**config.mk**
```make
export PLATFORM = sky130hd
export DESIGN_NAME = run_logger
export DESIGN_NICKNAME = d
export VERILOG_FILES = /design/src/rtl/run_logger_pkg.sv /design/src/rtl/run_fifo.sv /design/src/rtl/run_logger.sv
export SDC_FILE = /design/constraint.sdc
export NUM_CORES = 1
export LEC_CHECK = 0
export BUFFER_PORTS_ARGS = -buffer_cell sky130_fd_sc_hd__buf_4
export CORE_MARGIN = 1.5
export CORE_UTILIZATION = 45
export DETAILED_ROUTE_END_ITERATION = 10
export SLEW_MARGIN = 20
export SYNTH_ARGS = -nofsm -noshare
export SYNTH_HDL_FRONTEND = slang
export SYNTH_SLANG_ARGS = --single-unit
```
**constraint.sdc**
```tcl
create_clock -name clk -period 2.9 [get_ports clk]
set_input_delay 0.29 -clock clk [delete_from_list [all_inputs] [get_ports clk]]
set_output_delay 0.29 -clock clk [all_outputs]
set_load 0.01 [all_outputs]
```
**src/rtl/run_logger_pkg.sv**
```systemverilog
// Shared constants for the run logger: tracker state encoding and default widths.
// Pure declarations, no logic, no latency, no flow control.
package run_logger_pkg;

  localparam int CW_DEF  = 8;
  localparam int SCW_DEF = 8;

  // One-hot tracker encoding, same style as the upstream detector.
  localparam logic [2:0] ST_IDLE  = 3'b001;
  localparam logic [2:0] ST_ARMED = 3'b010;
  localparam logic [2:0] ST_RUN   = 3'b100;

endpackage

```
**src/rtl/run_fifo.sv**
```systemverilog
// Show-ahead synchronous FIFO: head is registered state, a push into an empty FIFO is visible next cycle.
// Pop is ignored when empty; a push while full is accepted only if a pop frees a slot in the same cycle.
module run_fifo #(
  parameter int W     = 8,
  parameter int DEPTH = 4
) (
  input  logic         clk,
  input  logic         rst,
  input  logic         push,
  input  logic [W-1:0] din,
  input  logic         pop,
  output logic         full,
  output logic         empty,
  output logic [W-1:0] head
);

  localparam int AW = $clog2(DEPTH);

  logic [W-1:0]  mem [DEPTH];
  logic [AW-1:0] wptr;
  logic [AW-1:0] rptr;
  logic [AW:0]   cnt;
  logic          do_push;
  logic          do_pop;

  assign full    = (cnt == (AW+1)'(DEPTH));
  assign empty   = (cnt == '0);
  assign do_pop  = pop & ~empty;
  assign do_push = push & (~full | do_pop);
  assign head    = empty ? '0 : mem[rptr];

  always_ff @(posedge clk) begin
    if (do_push) mem[wptr] <= din;
  end

  always_ff @(posedge clk) begin
    if (rst) begin
      wptr <= '0;
      rptr <= '0;
      cnt  <= '0;
    end else begin
      if (do_push) wptr <= wptr + AW'(1);
      if (do_pop)  rptr <= rptr + AW'(1);
      case ({do_push, do_pop})
        2'b10:   cnt <= cnt + (AW+1)'(1);
        2'b01:   cnt <= cnt - (AW+1)'(1);
        default: cnt <= cnt;
      endcase
    end
  end

endmodule

```
**src/rtl/run_logger.sv**
```systemverilog
// Measures runs of 'a' from detector flags; runs >=2 become FIFO records one cycle after the run ends.
// Records wait under rec_ready=0; a record arriving at a full FIFO without a same-cycle pop is counted as dropped.
module run_logger
  import run_logger_pkg::*;
#(
  parameter int CW    = CW_DEF,
  parameter int DEPTH = 4,
  parameter int SCW   = SCW_DEF
) (
  input  logic           clk,
  input  logic           rst,
  input  logic           det1,
  input  logic           det2,
  input  logic           rec_ready,
  output logic           rec_valid,
  output logic [CW-1:0]  rec_len,
  output logic [SCW-1:0] short_cnt,
  output logic [SCW-1:0] drop_cnt
);

  localparam logic [CW-1:0]  LEN_MAX = '1;
  localparam logic [SCW-1:0] CNT_MAX = '1;

  logic [2:0]    state;
  logic [2:0]    nxt_state;
  logic [CW-1:0] len;
  logic [CW-1:0] nxt_len;
  logic          push_req;
  logic          short_inc;
  logic          full;
  logic          empty;
  logic          pop;
  logic          drop;
  logic          a1;
  logic          a2;

  // det2 wins when both flags are (illegally) high.
  assign a2 = det2;
  assign a1 = det1 & ~det2;

  always_comb begin
    nxt_state = state;
    nxt_len   = len;
    push_req  = 1'b0;
    short_inc = 1'b0;
    case (state)
      ST_ARMED: begin
        if (a2) begin
          nxt_state = ST_RUN;
          nxt_len   = CW'(2);
        end else if (a1) begin
          nxt_len   = CW'(1);
          short_inc = 1'b1;
        end else begin
          nxt_state = ST_IDLE;
          short_inc = 1'b1;
        end
      end
      ST_RUN: begin
        if (a2) begin
          nxt_len = (len == LEN_MAX) ? len : len + CW'(1);
        end else begin
          push_req  = 1'b1;
          nxt_state = a1 ? ST_ARMED : ST_IDLE;
          nxt_len   = CW'(1);
        end
      end
      default: begin
        // Unreachable encodings recover through the IDLE decode.
        nxt_state = ST_IDLE;
        if (a2) begin
          nxt_state = ST_RUN;
          nxt_len   = CW'(1);
        end else if (a1) begin
          nxt_state = ST_ARMED;
          nxt_len   = CW'(1);
        end
      end
    endcase
  end

  assign rec_valid = ~empty;
  assign pop       = rec_valid & rec_ready;
  assign drop      = push_req & full & ~pop;

  always_ff @(posedge clk) begin
    if (rst) begin
      state     <= ST_IDLE;
      len       <= '0;
      short_cnt <= '0;
      drop_cnt  <= '0;
    end else begin
      state <= nxt_state;
      len   <= nxt_len;
      if (short_inc && short_cnt != CNT_MAX) short_cnt <= short_cnt + SCW'(1);
      if (drop && drop_cnt != CNT_MAX)       drop_cnt  <= drop_cnt + SCW'(1);
    end
  end

  run_fifo #(
    .W     (CW),
    .DEPTH (DEPTH)
  ) u_fifo (
    .clk   (clk),
    .rst   (rst),
    .push  (push_req),
    .din   (len),
    .pop   (pop),
    .full  (full),
    .empty (empty),
    .head  (rec_len)
  );

endmodule

```
==> results.txt <==
----------------------------------------------------
[Synth]
  Number of distinct standard cells referenced by the synthesized netlist ... 47
  Async set-reset flop share out of synthesis ... 0%
  Yosys warnings ... 0
  Part of the Yosys area used for sequential elements ... 54.8%
  Cell count after synthesis ... 257
  Synth Flop Type ... sky130_fd_sc_hd__dfxtp_1
  Number of synthesized flops with an enable pin ... 32
  Cell area after synthesis ... 3070 µm²
  Net Count, Synth ... 271
  #FFs+latches synth ... 68
  Post-Synthesis Mean Instance Area ... 11.9 µm²

[Worst setup path]
  WS Path Type ... register to register
  Data arrival time of the worst path ... 2.64 ns
  Worst-path maximum fanout ... 8
  Worst EP required ... 3.16 ns
  Largest stage delay on the critical path ... 0.54 ns
  Most prevalent standard cell on the critical path ... sky130_fd_sc_hd__inv_1
  CP Capture Type ... register
  Startpoint class of the critical path ... register
  Slowest cell on crit path ... sky130_fd_sc_hd__or3b_2
  Cell breakdown of the critical path ... or3b_2 -> nor3_2 -> buf_4 -> inv_1 -> ha_1 -> inv_1 -> fa_1 -> xor2_1 -> or3_1 -> a21oi_1

[Final layout]
  Commonest non-fill, non-tap cell in the layout ... sky130_fd_sc_hd__dfxtp_1
  Number of filler cells placed in the layout ... 567
  Ratio of cells with drive above 1 in the final layout ... 22.2%
  Number of nets in the layout ... 302
  Area taken by multi-input logic gates ... 1280 µm²
  Relative area change from synthesis to final layout ... 14.3%
  Storage element area ... 1680 µm²
  Post-layout instance area ... 3500 µm²
  Core occupancy in the finished layout ... 54.3%
  Antenna diode instance count ... 0
  Leading cell types in the layout, fill and taps excluded ... sky130_fd_sc_hd__dfxtp_1, sky130_fd_sc_hd__nor2_1, sky130_fd_sc_hd__edfxtp_1

[CTS]
  # resized after CTS ... 0
  Setup repair bufs after CTS ... 0
  Number of levels in the clock H-tree ... 3
  Hold-fix buffers at CTS ... 0
  Insertion delay of the later-clocked pin in the worst-skew pair ... 0.33 ns
  Clk Tree Root Cell ... sky130_fd_sc_hd__clkbuf_8
  Number of buffers created by CTS ... 9
  Clock sinks ... 68
  Clock-pin slew of the registers on the worst-case setup and hold paths ... 0.07 ns
  Maximum buffer depth of the clock tree ... 2
  Clock tree from TritonCTS ... built

[Detailed routing]
  Routed Antenna Nets ... 0
  Number of violations reported at the end of detailed-routing iteration 0 ... 66
  DRC violations left ... 1
  Routed Wire Length ... 5.21 mm
  Drt wl/cell ... 14.1 µm
  Total via count in the routed design ... 1,952
  Detailed-router iteration count before antenna repair ... 7
  Vias per cell ... 5.28

[STA]
  Total Negative Setup Slacks ... 0 ns
  Unrepaired setup endpoints after global routing ... no
  Slew at the pin with the worst max-slew slack ... 0.766 ns
  Worst slew slack as a fraction of its limit ... 48.7%
  Post-route setup slack ... 0.523 ns
  Hold violation total from the final report ... 0
  Top achievable clock speed ... 0.421 GHz
  Worst clock skew on the final layout ... 0.00956 ns
  Part of the cycle the worst path needs ... 82.0%
  Finish-stage setup viols ... 0
  Final max-slew violation count ... 0
  Smallest hold slack ... 0.240 ns
  Crit path time final ... 2.38 ns

[Power and ir drop]
  Leakage dissipation ... 1.22 nW
  Peak supply drop ... 0.225 mV
  Power density relative to cell area ... 528 nW/µm²

[Global routing]
  Remaining global-route overflow ... 0
  Tot GR Track Use ... 15.5%
  Global-route wire length before repair ... 8.81 mm
  Vias in the first global route ... 1,840
  Number of antenna violations at the first check in global routing ... 0
  Maximum number of pins on one net before global-route repair ... 36

[Floorplanning]
  Die Footprint ... 7320 µm²
  Die width ... 85.6 µm
  Die Span Y ... 85.6 µm
  # rows ... 29
  Core box area ... 6460 µm²
  Initial Utilization ... 47.5%
  I/O Pins ... 30

[Placement]
  Number of buffer cells added on primary ports ... 29
  Worst setup timing slack at the placement stage ... 0.529 ns
  Detailed placement HPWL ... 3.43 mm
  Routability congestion estimate ... 0.703
  Instance area after placement ... 3320 µm²

[Hold path]
  Type of the most critical hold path ... input port to register

[Run]
  Max-capacitance violation count ... 0

[Outcome]
  Violations in the final reports ... DRC
  Status ... finished, violations left

----------------------------------------------------
==> stage by stage <==
step / total power, mW / instances
2_1_floorplan: 1.11 / 257
3_3_place_gp: 1.14 / 354
3_5_place_dp: 1.14 / 354
4_1_cts: 1.87 / 370
5_1_grt: 1.93 / 370
6_report: 1.85 / 370
==> final timing paths <==
path	start	to	slack [ns]	cells after the start
worst min-delay path	det2	state[1]$_SDFFE_PP0P_	0.24	2
worst min register to register	u_fifo.cnt[2]$_SDFFE_PP0P_	u_fifo.cnt[2]$_SDFFE_PP0P_	0.50	2
worst max register to register	state[2]$_SDFFE_PP0P_	u_fifo.cnt[2]$_SDFFE_PP0P_	0.52	10
worst max-delay path	state[2]$_SDFFE_PP0P_	u_fifo.cnt[2]$_SDFFE_PP0P_	0.52	10
==> registers in the layout (all words and copies together) (netlist names), named ones only <==
name / flops
state: 3
u_fifo.rptr: 2
len: 8
u_fifo.wptr: 2
drop_cnt: 8
u_fifo.cnt: 3
short_cnt: 8
u_fifo.mem: 32
==> power by group <==
part	switching, mW	internal, mW
Sequential	0.0196	1.01
Clock	0.343	0.390
Combinational	0.0468	0.0441
==> worst max-delay path, delay by kind of cell, from the launching register on <==
| family | cells | cell delay (ns) |
|---|---|---|
| fa+ha+maj | 2 | 0.37 |
| xor+xnor | 1 | 0.07 |
| flops | 1 | 0.50 |
| compound gates | 1 | 0.13 |
| buf+inv | 3 | 0.27 |
| simple gates | 3 | 0.96 |
==> area by class of cell <==
type	instances	share of cell area, %
Clock buffer	10	3.64
Inverter	9	0.964
Sequential cell	68	48.0
Timing Repair Buffer	30	6.43
Clock inverter	6	1.61
Tap cell	77	2.75
Multi-Input combinational cell	170	36.6
==> routing by layer <==
layer / GRT usage (%) / routed length (µm)
met1: 20.3 / 2530
met2: 24.8 / 2430
met3: 4.62 / 188
met4: 5.28 / 55
met5: 0 / 0
==> cell usage after synthesis (all sizes together) (5+ instances only) <==
library cell,number,share of area [%]
dfxtp,36,24
buf,6,1.7
xor2,8,2.3
a21oi,10,1.6
edfxtp,32,31
and2,13,2.7
inv,9,1.1
nand3,11,1.8
nor2,33,4.0
or3,5,1.0
nand2,16,2.0
xnor2,9,2.6
ha,8,3.3
o21ai,7,1.1
a311oi,5,1.6
mux4,8,5.9
nor3,7,1.5
==> cell families after synthesis <==
kind of cell,after synthesis,synth area share (%)
AO/OA/AOI/OAI,29,7.38
XOR/XNOR,17,4.86
adder cells (fa/ha/maj),9,3.92
buffers and inverters,19,3.30
flip-flops,68,54.8
multiplexers,11,6.85
AND/OR/NAND/NOR,104,18.8
(Power assumes the default switching activity.)
